**src/rtl/prbs_pkg.sv**
```systemverilog
// ---------------------------------------------------------------------------
// prbs_pkg
// Shared definitions for the PRBS-7 generator/checker slice:
//   - polynomial tap positions for x^7 + x^6 + 1
//   - PRBS_SEED, the generator start state after reset
//   - chkState_t, the checker lock FSM state type
//   - prbsStep(), one LFSR step; the new bit lands in bit 0 of the result
// ---------------------------------------------------------------------------
package prbs_pkg;

  localparam int PRBS_TAP_HI = 6;
  localparam int PRBS_TAP_LO = 5;
  localparam logic [6:0] PRBS_SEED = 7'h7F;

  typedef enum logic [1:0] {
    HUNT = 2'd0,
    SYNC = 2'd1,
    LOCK = 2'd2
  } chkState_t;

  // One shift of the 7-bit register. The emitted bit is also the new LSB,
  // so callers read the output bit back as result[0].
  function automatic logic [6:0] prbsStep(input logic [6:0] s);
    logic b;
    b = s[PRBS_TAP_HI] ^ s[PRBS_TAP_LO];
    return {s[5:0], b};
  endfunction

endpackage

```
**src/rtl/prbs_step.sv**
```systemverilog
// ---------------------------------------------------------------------------
// prbs_step
// Combinational word stepper: advances a PRBS-7 state by DATA_W steps and
// assembles the emitted bits into one word, first bit in the MSB.
// Ports:
//   i_state  in   7       current LFSR state
//   o_state  out  7       state after DATA_W steps
//   o_word   out  DATA_W  emitted word
// ---------------------------------------------------------------------------
module prbs_step
  import prbs_pkg::*;
#(
  parameter int DATA_W = 8
) (
  input  logic [6:0]        i_state,
  output logic [6:0]        o_state,
  output logic [DATA_W-1:0] o_word
);

  logic [6:0] w_walk;

  // Walk the register DATA_W times. Shifting each new bit in from the right
  // leaves the earliest bit in the MSB once the loop completes.
  always_comb begin
    w_walk = i_state;
    o_word = '0;
    for (int k = 0; k < DATA_W; k++) begin
      w_walk = prbsStep(w_walk);
      o_word = {o_word[DATA_W-2:0], w_walk[0]};
    end
    o_state = w_walk;
  end

endmodule

```
**src/rtl/prbs_gen_check.sv**
```systemverilog
// ---------------------------------------------------------------------------
// prbs_gen_check
// PRBS-7 traffic generator with valid/ready output plus a loopback checker
// that self-synchronises on the returned stream and counts errored words.
// Ports:
//   clk, rstn       clock (rising edge) and synchronous active-low reset
//   en              generator enable
//   inject_err      pulse: flip bit 0 of the next word loaded for transmit
//   tx_data/valid   generated word and its valid flag
//   tx_ready        downstream accepts the current word
//   rx_data/valid   looped-back word; always accepted when valid
//   err_clr         clear err_cnt and err_sat (wins over an increment)
//   locked          checker is in LOCK
//   err_cnt         saturating errored-word count
//   err_sat         err_cnt has reached all-ones
// ---------------------------------------------------------------------------
module prbs_gen_check
  import prbs_pkg::*;
#(
  parameter int DATA_W   = 8,
  parameter int LOCK_CNT = 8,
  parameter int ERR_W    = 16
) (
  input  logic              clk,
  input  logic              rstn,
  input  logic              en,
  input  logic              inject_err,
  output logic [DATA_W-1:0] tx_data,
  output logic              tx_valid,
  input  logic              tx_ready,
  input  logic [DATA_W-1:0] rx_data,
  input  logic              rx_valid,
  input  logic              err_clr,
  output logic              locked,
  output logic [ERR_W-1:0]  err_cnt,
  output logic              err_sat
);

  localparam int CNT_W = $clog2(LOCK_CNT + 1);
  localparam logic [CNT_W-1:0] RUN_TARGET = CNT_W'(LOCK_CNT);

  // ---------------- generator ----------------
  logic [6:0]        r_genState;
  logic [6:0]        w_genNext;
  logic [DATA_W-1:0] w_genWord;
  logic [DATA_W-1:0] r_txData;
  logic              r_txValid;
  logic              r_armed;
  logic              w_load;

  prbs_step #(.DATA_W(DATA_W)) u_genStep (
    .i_state (r_genState),
    .o_state (w_genNext),
    .o_word  (w_genWord)
  );

  // A new word is loaded whenever the output slot is empty or being drained,
  // but only while enabled; a pending word is never replaced before it is
  // accepted, even if en drops.
  assign w_load = en && (!r_txValid || tx_ready);

  // The armed flag only corrupts the copy placed in tx_data; the LFSR keeps
  // its clean sequence. A pulse landing on the same edge as a load arms the
  // flag for the following word unless the flag was already armed, in which
  // case that pulse is absorbed by the load that consumes it.
  always_ff @(posedge clk) begin
    if (!rstn) begin
      r_genState <= PRBS_SEED;
      r_txData   <= '0;
      r_txValid  <= 1'b0;
      r_armed    <= 1'b0;
    end else if (w_load) begin
      r_genState <= w_genNext;
      r_txData   <= w_genWord ^ DATA_W'(r_armed);
      r_txValid  <= 1'b1;
      r_armed    <= inject_err & ~r_armed;
    end else begin
      if (r_txValid && tx_ready) r_txValid <= 1'b0;
      r_armed <= r_armed | inject_err;
    end
  end

  assign tx_data  = r_txData;
  assign tx_valid = r_txValid;

  // ---------------- checker ----------------
  chkState_t         r_state;
  chkState_t         w_stateNext;
  logic [6:0]        r_predState;
  logic [6:0]        w_predNext;
  logic [DATA_W-1:0] w_predWord;
  logic [CNT_W-1:0]  r_runCnt;
  logic [CNT_W-1:0]  w_runInc;
  logic              w_match;
  logic              w_runDone;
  logic              w_errHit;
  logic [ERR_W-1:0]  r_errCnt;
  logic [ERR_W-1:0]  w_errInc;
  logic              r_errSat;

  prbs_step #(.DATA_W(DATA_W)) u_predStep (
    .i_state (r_predState),
    .o_state (w_predNext),
    .o_word  (w_predWord)
  );

  assign w_match   = (rx_data == w_predWord);
  assign w_runInc  = r_runCnt + CNT_W'(1);
  assign w_runDone = (w_runInc == RUN_TARGET);
  assign w_errHit  = rx_valid && (r_state == LOCK) && !w_match;
  assign w_errInc  = r_errCnt + ERR_W'(1);

  // State register for the lock FSM.
  always_ff @(posedge clk) begin
    if (!rstn) r_state <= HUNT;
    else       r_state <= w_stateNext;
  end

  // Next-state logic; the FSM only moves on beats carrying rx_valid.
  always_comb begin
    w_stateNext = r_state;
    if (rx_valid) begin
      case (r_state)
        HUNT:    w_stateNext = SYNC;
        SYNC: begin
          if (!w_match)      w_stateNext = HUNT;
          else if (w_runDone) w_stateNext = LOCK;
        end
        LOCK: begin
          if (!w_match && w_runDone) w_stateNext = HUNT;
        end
        default: w_stateNext = HUNT;
      endcase
    end
  end

  // FSM outputs.
  always_comb begin
    locked = 1'b0;
    if (r_state == LOCK) locked = 1'b1;
  end

  // Predictor and run counter. One counter serves both phases: in SYNC it
  // counts consecutive matches, in LOCK consecutive mismatches, and it
  // restarts from zero on every state change. Since a word of at least
  // seven bits ends with the seven newest LFSR bits, the low seven bits of
  // any received word are exactly the state that predicts the next one.
  always_ff @(posedge clk) begin
    if (!rstn) begin
      r_predState <= PRBS_SEED;
      r_runCnt    <= '0;
    end else if (rx_valid) begin
      case (r_state)
        HUNT: begin
          r_predState <= rx_data[6:0];
          r_runCnt    <= '0;
        end
        SYNC: begin
          r_predState <= w_predNext;
          r_runCnt    <= (w_match && !w_runDone) ? w_runInc : '0;
        end
        LOCK: begin
          r_predState <= w_predNext;
          r_runCnt    <= (w_match || w_runDone) ? '0 : w_runInc;
        end
        default: r_runCnt <= '0;
      endcase
    end
  end

  // Errored-word counter: clear wins, and once saturated it holds all-ones.
  always_ff @(posedge clk) begin
    if (!rstn || err_clr) begin
      r_errCnt <= '0;
      r_errSat <= 1'b0;
    end else if (w_errHit && !r_errSat) begin
      r_errCnt <= w_errInc;
      r_errSat <= &w_errInc;
    end
  end

  assign err_cnt = r_errCnt;
  assign err_sat = r_errSat;

endmodule

```
**config.mk**
```make
export PLATFORM = sky130hd
export DESIGN_NAME = prbs_gen_check
export DESIGN_NICKNAME = d
export VERILOG_FILES = /design/src/rtl/prbs_pkg.sv /design/src/rtl/prbs_step.sv /design/src/rtl/prbs_gen_check.sv
export SDC_FILE = /design/constraint.sdc
export NUM_CORES = 1
export LEC_CHECK = 0
export CAP_MARGIN = 40
export CORE_MARGIN = 5
export CORE_UTILIZATION = 54
export CTS_CLUSTER_SIZE = 14
export DETAILED_ROUTE_END_ITERATION = 12
export PLACE_DENSITY_LB_ADDON = 0.12
export SETUP_SLACK_MARGIN = 0.02
export SYNTH_ARGS = -nofsm -noshare
export SYNTH_HDL_FRONTEND = slang
export SYNTH_SLANG_ARGS = --single-unit
```
**constraint.sdc**
```tcl
create_clock -name clk -period 3.4 [get_ports clk]
set_clock_uncertainty 0.15 [all_clocks]
set_input_delay 0.34 -clock clk [delete_from_list [all_inputs] [get_ports clk]]
set_output_delay 0.34 -clock clk [all_outputs]
set_load 0.01 [all_outputs]
```
---- After elaboration in Yosys (flattened, before gate mapping) ----
Cells that the tools add are included.
word-level totals
  bits in registers ....................... 47
  bits of input ports ..................... 15
  output and inout port bits .............. 27
  logic and storage cells ................. 71
cells by class
  $add $sub $neg .......................... 2
  equal/unequal tests ..................... 6
  muxes and demuxes ....................... 12
  bitwise gates (word level) .............. 20
  reductions and logical operators ........ 22
operators by type and width
  kind                   number
  $add 16x1->16 const B  1
  $reduce_and 16->1      1
  $xor 1x1->1            16
  $pmux 7 s2             1
  $eq 8x8->1             1
  $mux 4                 2
  $pmux 4 s2             1
  $xor 8x1->8            1
  $logic_and 1x1->1      7
  $mux 2                 3
  $pmux 2 s3             1
  $logic_not 1->1        5
  $add 4x1->4 const B    1
  $eq 4x4->1 const B     1
  $mux 1                 4
  $reduce_bool 2->1      2
  $logic_or 1x1->1       3
  $ne 3x3->1 const B     1
  $reduce_and 3->1       1
  $eq 2x1->1 const B     1
  $eq 2x2->1 const B     1
  $logic_not 2->1        1
  $ne 2x1->1 const B     1
  $reduce_and 2->1       1
  other kinds (4)        4

---- Longest topological paths before layout ----
Gate-level depths: netlist of the first run.
  depth in word-level cells ............... 7
  depth in mapped cells ................... 10
  gate-level depth less buffers ........... 7

---- Cells and area by module ----
Synthesis of the first run repeated with hierarchy kept, for this count alone.
unflattened totals
  cells, all modules ...................... 321
  area total of the unflattened synthesis .. 2667.6 um^2
by module, submodules not included
  module          instances  cells each  area an instance (um^2)
  prbs_gen_check  1          291         2392.3
  prbs_step       2          15          137.6

---- Least setup slack after synthesis of the first run ----
Ideal clock, no wire load.
  path kind ............................... register to register
  from .................................... reg r_predState[5]
  to ...................................... reg r_errCnt[12], in the netlist err_cnt[12]
  library setup time ...................... 0.071 ns
  arrival time ............................ 2.143 ns
  setup slack ............................. 1.037 ns
  cell stages (with the launch flop) ...... 10
  buffers on the path ..................... 3
  path through ............................ dfxtp_1 > buf_4 > xnor3_1 > and3_1 > and2_4 > buf_6 > a21o_1 > buf_6 > or4_1 > a21oi_1
on the way
  word-level cells in the longest chain between the ends .. 6
  elaborated cells between the ends (all ways) .. 8
  those cells by class .................... 1 x eq/ne; 4 x bitwise; 3 x reduce/logical
RTL lines
  element                    line                   source
  start, declared            prbs_gen_check.sv:89   logic [6:0] r_predState;
  start signal, assigned     prbs_gen_check.sv:155  r_predState <= rx_data[6:0];
  start signal, assigned     prbs_gen_check.sv:159  r_predState <= w_predNext;
  start signal, assigned     prbs_gen_check.sv:163  r_predState <= w_predNext;
  $xor 1x1->1 (2 in series)  prbs_pkg.sv:25         b = s[PRBS_TAP_HI] ^ s[PRBS_TAP_LO];
  $eq 8x8->1 *               prbs_gen_check.sv:107  assign w_match = (rx_data == w_predWord);
  $logic_not 1->1 *          prbs_gen_check.sv:110  assign w_errHit = rx_valid && (r_state == LOCK) && !w_match;
  $logic_and 1x1->1 *        prbs_gen_check.sv:110
  $logic_and 1x1->1 *        prbs_gen_check.sv:176  end else if (w_errHit && !r_errSat) begin
  end signal, assigned       prbs_gen_check.sv:177  r_errCnt <= w_errInc;
  end, declared              prbs_gen_check.sv:97   logic [ERR_W-1:0] r_errCnt;
Mark *: on every way between the ends. The rest lies on a longest branch, timed or not.
A chain may end at the register's enable or synchronous reset.

---- Final worst setup path of the first run ----
  from .................................... reg r_predState[5]
  to ...................................... reg r_errCnt[13], in the netlist err_cnt[13]
The elaborated chain is that of the path after synthesis.

==> results.json, run 1 <==
{
  "outcome": "complete, no violations",
  "r2r_start": "r_predState[5]$_SDFFE_PN1P_",
  "die_h_um": 80.4,
  "fin_crit_ps": 2560,
  "overflow": 0,
  "tns_ps": 0,
  "cts_buffers": 5,
  "rrSetupSlack_ps": 840,
  "synth_flop_cell": "dfxtp_1",
  "seq_power_share_pct": 48.2,
  "cts_tree": "built",
  "power_density_nw_per_um2": 398,
  "grt_pass1_vias": 2172,
  "async_reset_ff_share_pct": 0,
  "cts_buffer_depth": 2,
  "io_buffers": 41,
  "power.net_switching_uw": 337,
  "floorplan.initialDensity_pct": 56.3,
  "synth_edf_count": 0,
  "synth_cells": 325,
  "hp-class": "register to register",
  "r2r_end": "err_cnt[13]$_SDFFE_PP0P_",
  "p_clk_share_pct": 34.3,
  "leakagePower_nw": 1.18,
  "arrival_ps": 2650,
  "hold_depth": 2,
  "grt_pass1_wl_um": 9860,
  "grt_usage_pct": 19.0,
  "via_per_inst": 5.52,
  "peakVddDrop_mv": 0.296,
  "die_x_um": 80.4,
  "dieArea_um2": 6470,
  "cts_hold_buf": 0,
  "clock-root-buffer": "clkbuf_8",
  "area_growth_pct": 19.8,
  "intPower_uw": 939,
  "yosysUniqueCellTypes": 44,
  "reg2reg_depth": 6,
  "power_switching_share_pct": 26.4,
  "yosysSeqAreaShare_pct": 35.1,
  "worstHoldStart": "tx_data[1]$_SDFFE_PN0P_",
  "place_congestion": 0.907,
  "clk_pin_slew_worst_paths_ps": 90,
  "core_region_area_um2": 4750,
  "grt_antenna_before_repair": 0,
  "maxCapViolCount": 0,
  "place_hpwl_um": 4280,
  "placedCellCount": 415,
  "clk_latency_ps": 300,
  "max_freq_mhz": 391,
  "vias": 2336,
  "wirelength_um": 5670,
  "drc": 0,
  "setup_viol": 0,
  "drtIter0Drc": 89,
  "worstSetupPathType": "register to register",
  "num_rows": 25,
  "rsz0062_at_grt": "no",
  "synth_area_um2": 2680,
  "grt_max_degree": 20,
  "start_kind": "register",
  "wl_per_cell_um": 13.4,
  "yosysTopAreaCellShare_pct": 35.1,
  "dr.pass1.iters": 4,
  "hold_viol_final": 0,
  "fin_cells": 423,
  "fillerInstances": 432,
  "synth_area_leaders": "dfxtp_1, nor2_1, a21oi_1",
  "ioPinCount": 42,
  "tightest_slew_ps": 523,
  "fin_crit_sh_pct": 75.3,
  "final_common_cell": "dfxtp_1",
  "slew_viol_final": 0,
  "drive_above_1_share_pct": 3.93,
  "pwr-share-comb_pct": 17.5,
  "ys_ff_latch": 47,
  "postRouteAntennaNets": 0,
  "postCtsSetupRepairBufs": 0,
  "relSlewSlack_pct": 65.2,
  "syn_nets": 347,
  "whs_ps": 312,
  "yosysTopAreaCell": "dfxtp_1",
  "post_cts_resized": 0,
  "cts.sinks": 47,
  "cp-end-kind": "register",
  "hold_end": "tx_data[1]$_SDFFE_PN0P_",
  "nets": 377,
  "final_cell_mix": "dfxtp_1, nor2_1, clkdlybuf4s50_1, a21oi_1, nand2_1",
  "antennaDiodeCount": 0,
  "htree_levels": 2,
  "cp.required_ps": 3490,
  "cp_max_fo": 19,
  "syn_area_per_cell_um2": 8.24,
  "ys_warn_count": 0
}
## state kept, by name (all words and copies together), names as in the netlist
signal / cells
err_cnt: 16
err_sat: 1
r_armed: 1
r_genState: 7
r_predState: 7
r_runCnt: 4
r_state: 2
tx_data: 8
tx_valid: 1
## critical path, stage by stage (launching register included)
cell,delay [ps]
dfxtp_1,460
xnor3_1,420
and3_1,220
and2_4,190
a21o_1,350
or4_1,560
a21oi_1,150
## routing by layer
layer / GRT usage (%) / share of wire, %
met1: 22.4 / 45
met2: 34.4 / 50
met3: 4.37 / 4.0
met4: 4.56 / 1.2
met5: 0 / 0
## through the flow
| stage | util, % | instance area [um2] | total power, mW | setup slack (ps) |
|---|---|---|---|---|
| after detailed placement | 64.9 | 3090 | 0.851 | 600 |
| after global routing | 67.4 | 3210 | 1.34 | 689 |
| after floorplan | - | 2680 | 0.787 | 1040 |
| after CTS | 67.4 | 3210 | 1.29 | 847 |
| after global placement | 64.9 | 3090 | 0.846 | 642 |
| final | 67.4 | 3210 | 1.28 | 841 |
## final cells by class
| cell class | instances | area, um2 | share of cell area (%) |
|---|---|---|---|
| clock inverter | 2 | 38.8 | 1.21 |
| timing repair buffer | 43 | 425 | 13.3 |
| multi-input combinational | 247 | 1590 | 49.7 |
| tap | 67 | 83.8 | 2.61 |
| inverter | 11 | 41.3 | 1.29 |
| sequential | 47 | 941 | 29.3 |
| clock buffer | 6 | 82.6 | 2.58 |
## worst max-delay path by stage
stage                                     start                        to  slack (ps)  depth (start not counted)
floorplan           r_predState[5]$_SDFFE_PN1P_  err_cnt[12]$_SDFFE_PP0P_        1040                          9
global placement                     rx_data[2]      err_sat$_SDFFE_PP0P_         640                          7
detailed placement                   rx_data[2]      err_sat$_SDFFE_PP0P_         600                          7
CTS                 r_predState[5]$_SDFFE_PN1P_  err_cnt[13]$_SDFFE_PP0P_         850                          6
global route        r_predState[2]$_SDFFE_PN1P_  err_cnt[13]$_SDFFE_PP0P_         690                          6
finish              r_predState[5]$_SDFFE_PN1P_  err_cnt[13]$_SDFFE_PP0P_         840                          6
## logic make-up (layout without fill, tap and decap cells)
logic type	Yosys count	in the layout	synth area share (%)
DFF	47	47	35.1
adders and majority gates	7	7	3.27
xor gates and xnor gates	34	34	13.2
muxes	2	2	0.794
AOI/OAI and AO/OA	77	77	18.8
buffers and inverters	31	62	5.33
and+or+nand+nor	127	127	23.5
## synthesized netlist by cell type, types with 2 or more instances
cell / number
xnor2_1: 17
and2_1: 3
nand2_1: 26
xnor3_1: 4
nand3_1: 13
ha_1: 7
nor4_1: 3
nand2b_1: 3
or3_1: 4
clkbuf_1: 12
buf_6: 2
a22o_1: 3
nor3_1: 4
and4_1: 2
nand3b_1: 4
nand4_1: 4
or4_1: 8
a21oi_1: 30
buf_4: 2
xor2_1: 13
o211ai_1: 2
nor2_1: 41
a211oi_1: 14
o21ai_0: 9
o31ai_1: 9
inv_1: 11
and3_1: 6
dfxtp_1: 47
buf_2: 3
nor2b_1: 5
## power by group through the flow
| stage | registers [mW] | logic [mW] | clock network [mW] |
|---|---|---|---|
| floorplan | 0.618 | 0.169 | 0 |
| CTS | 0.615 | 0.225 | 0.449 |
| finish | 0.615 | 0.223 | 0.438 |
| global route | 0.619 | 0.251 | 0.473 |
| global placement | 0.627 | 0.220 | 0 |
| detailed placement | 0.628 | 0.223 | 0 |
Power figures use the tool's default switching activity.
==> run 2: changes to the inputs <==
--- a/config.mk
+++ b/config.mk
@@ -7,7 +7,7 @@
 export LEC_CHECK = 0
 export CAP_MARGIN = 40
 export CORE_MARGIN = 5
-export CORE_UTILIZATION = 54
+export CORE_UTILIZATION = 49
 export CTS_CLUSTER_SIZE = 14
 export DETAILED_ROUTE_END_ITERATION = 12
 export PLACE_DENSITY_LB_ADDON = 0.12
==> constraint.sdc (replaced) <==
create_clock -name clk -period 2.24 [get_ports clk]
set_clock_uncertainty 0.15 [all_clocks]
set_input_delay 0.224 -clock clk [delete_from_list [all_inputs] [get_ports clk]]
set_output_delay 0.224 -clock clk [all_outputs]
set_load 0.01 [all_outputs]
==> results.json, run 2 (synthesis results as in run 1) <==
{
  "outcome": "complete, no violations",
  "reg2reg_depth": 7,
  "rsz0062_at_grt": "no",
  "die_h_um": 83.9,
  "arrival_ps": 2240,
  "cp_slowest_stage_delay_ps": 400,
  "dr.pass1.iters": 4,
  "final_common_cell": "nor2_1",
  "via_per_inst": 5.38,
  "core_region_area_um2": 5410,
  "whs_ps": 244,
  "die_x_um": 83.9,
  "cp_max_fo": 6,
  "cp-end-kind": "register",
  "setup_viol": 0,
  "relSlewSlack_pct": 65.6,
  "hold_end": "r_predState[5]$_SDFFE_PN1P_",
  "place_congestion": 0.895,
  "clk_pin_slew_worst_paths_ps": 100,
  "postRouteAntennaNets": 0,
  "rrSetupSlack_ps": 50,
  "r2r_end": "r_runCnt[0]$_SDFFE_PN0P_",
  "overflow": 0,
  "power_density_nw_per_um2": 566,
  "cts_buffers": 5,
  "cp_slowest_cell": "xnor3_1",
  "grt_antenna_before_repair": 0,
  "fillerInstances": 481,
  "crit_start": "r_predState[2]$_SDFFE_PN1P_",
  "cts_hold_buf": 0,
  "drtIter0Drc": 70,
  "dieArea_um2": 7040,
  "htree_levels": 2,
  "cts_buffer_depth": 2,
  "nets": 411,
  "drive_above_1_share_pct": 15.6,
  "largest_reg_flops": 16,
  "fin_crit_sh_pct": 97.8,
  "leakagePower_nw": 1.36,
  "antennaDiodeCount": 0,
  "worstHoldStart": "rx_data[5]",
  "maxCapViolCount": 0,
  "ioPinCount": 42,
  "grt_pass1_wl_um": 10700,
  "floorplan.initialDensity_pct": 49.5,
  "wirelength_um": 6320,
  "cts.sinks": 47,
  "cts_tree": "built",
  "clk_latency_ps": 300,
  "hold_viol_final": 0,
  "max_freq_mhz": 457,
  "drc": 0,
  "grt_pass1_vias": 2394,
  "r2r_start": "r_predState[2]$_SDFFE_PN1P_",
  "wl_per_cell_um": 13.7,
  "tightest_slew_ps": 516,
  "start_kind": "register",
  "cp.required_ps": 2290,
  "grt_usage_pct": 18.1,
  "place_hpwl_um": 4590,
  "hp-class": "input pin to register",
  "final_cell_mix": "nor2_1, dfxtp_1, clkdlybuf4s50_1, buf_4, a21oi_1",
  "path_common_cell": "and3_4",
  "slew_viol_final": 0,
  "num_rows": 27,
  "clock-root-buffer": "clkbuf_8",
  "fin_crit_ps": 2190,
  "grt_max_degree": 20,
  "area_growth_pct": 31.4,
  "peakVddDrop_mv": 0.332,
  "worstSetupPathType": "register to register",
  "vias": 2484,
  "hold_depth": 5,
  "io_buffers": 41,
  "final_util_pct": 65.1,
  "crit_chain": "xnor3_1, and3_4, and2_4, buf_6, and3_4, o211a_4, mux2_4"
}
[run 2: cell count changes in the layout (fill, tap and decap cells not counted), moves of 2 or more]
cell,delta
a211oi_2,+2
dfxtp_2,+6
and3_4,+2
dfxtp_1,-7
buf_4,+33
and3_1,-2
a211oi_1,-2
[run 2: where the power goes]
part / leakage [nW] / switching, mW / internal, mW / total (mW)
registers: 0.384 / 0.0428 / 0.884 / 0.927
logic: 0.915 / 0.191 / 0.230 / 0.421
clock network: 0.0587 / 0.304 / 0.339 / 0.643
[run 2: area by class of cell]
type | instances | area, um2 | share of cell area (%)
tap | 72 | 90.1 | 2.56
multi-input combinational | 247 | 1630 | 46.4
clock buffer | 5 | 68.8 | 1.96
timing repair buffer | 77 | 687 | 19.5
clock inverter | 3 | 47.5 | 1.35
inverter | 11 | 41.3 | 1.17
sequential | 47 | 952 | 27.1
[run 2: metal layers]
| metal | track usage, % | vias to the layer above | wire (um) |
|---|---|---|---|
| li1 | - | 1278 | - |
| met1 | 21.1 | 1147 | 2740 |
| met2 | 33.0 | 48 | 3190 |
| met3 | 3.46 | 11 | 253 |
| met4 | 5.85 | 0 | 132 |
| met5 | 0 | - | 0 |
[run 2: how the worst max path moves through the flow]
stage	to	slack (ps)	cells past startpoint
finish	r_runCnt[0]$_SDFFE_PN0P_	50	7
CTS	r_runCnt[0]$_SDFFE_PN0P_	30	8
detailed placement	err_sat$_SDFFE_PP0P_	-350	7
global route	r_runCnt[0]$_SDFFE_PN0P_	30	7
floorplan	err_cnt[6]$_SDFFE_PP0P_	-30	10
global placement	err_sat$_SDFFE_PP0P_	-310	7
[run 2: stage by stage]
step | TNS [ps] | cell area (um2) | instances | setup slack, ps | power (mW)
6_report | 0 | 3520 | 462 | 50.3 | 1.99
5_1_grt | 0 | 3520 | 462 | 26.4 | 2.09
4_1_cts | 0 | 3480 | 460 | 32.4 | 2.00
3_5_place_dp | -5700 | 3330 | 451 | -349 | 1.33
3_3_place_gp | -4980 | 3330 | 451 | -311 | 1.33
2_1_floorplan | -97.9 | 2710 | 325 | -25.6 | 1.20
[run 2: worst max-delay path, delay by kind of cell, from the launching register on]
kind                   cells  cell delay [ps]
AND/OR/NAND/NOR            3              520
multiplexers               1              260
buffers and inverters      1              120
flip-flops                 1              370
XOR/XNOR                   1              400
AO/OA/AOI/OAI              1              250
[run 2: timing repair]
| action | 4_1_cts | 5_1_grt |
|---|---|---|
| endpoints found under the setup margin | 14 | 14 |
| setup buffers | 2 | 2 |
| gates resized for setup | 10 | 8 |
| pin swaps | 4 | 1 |
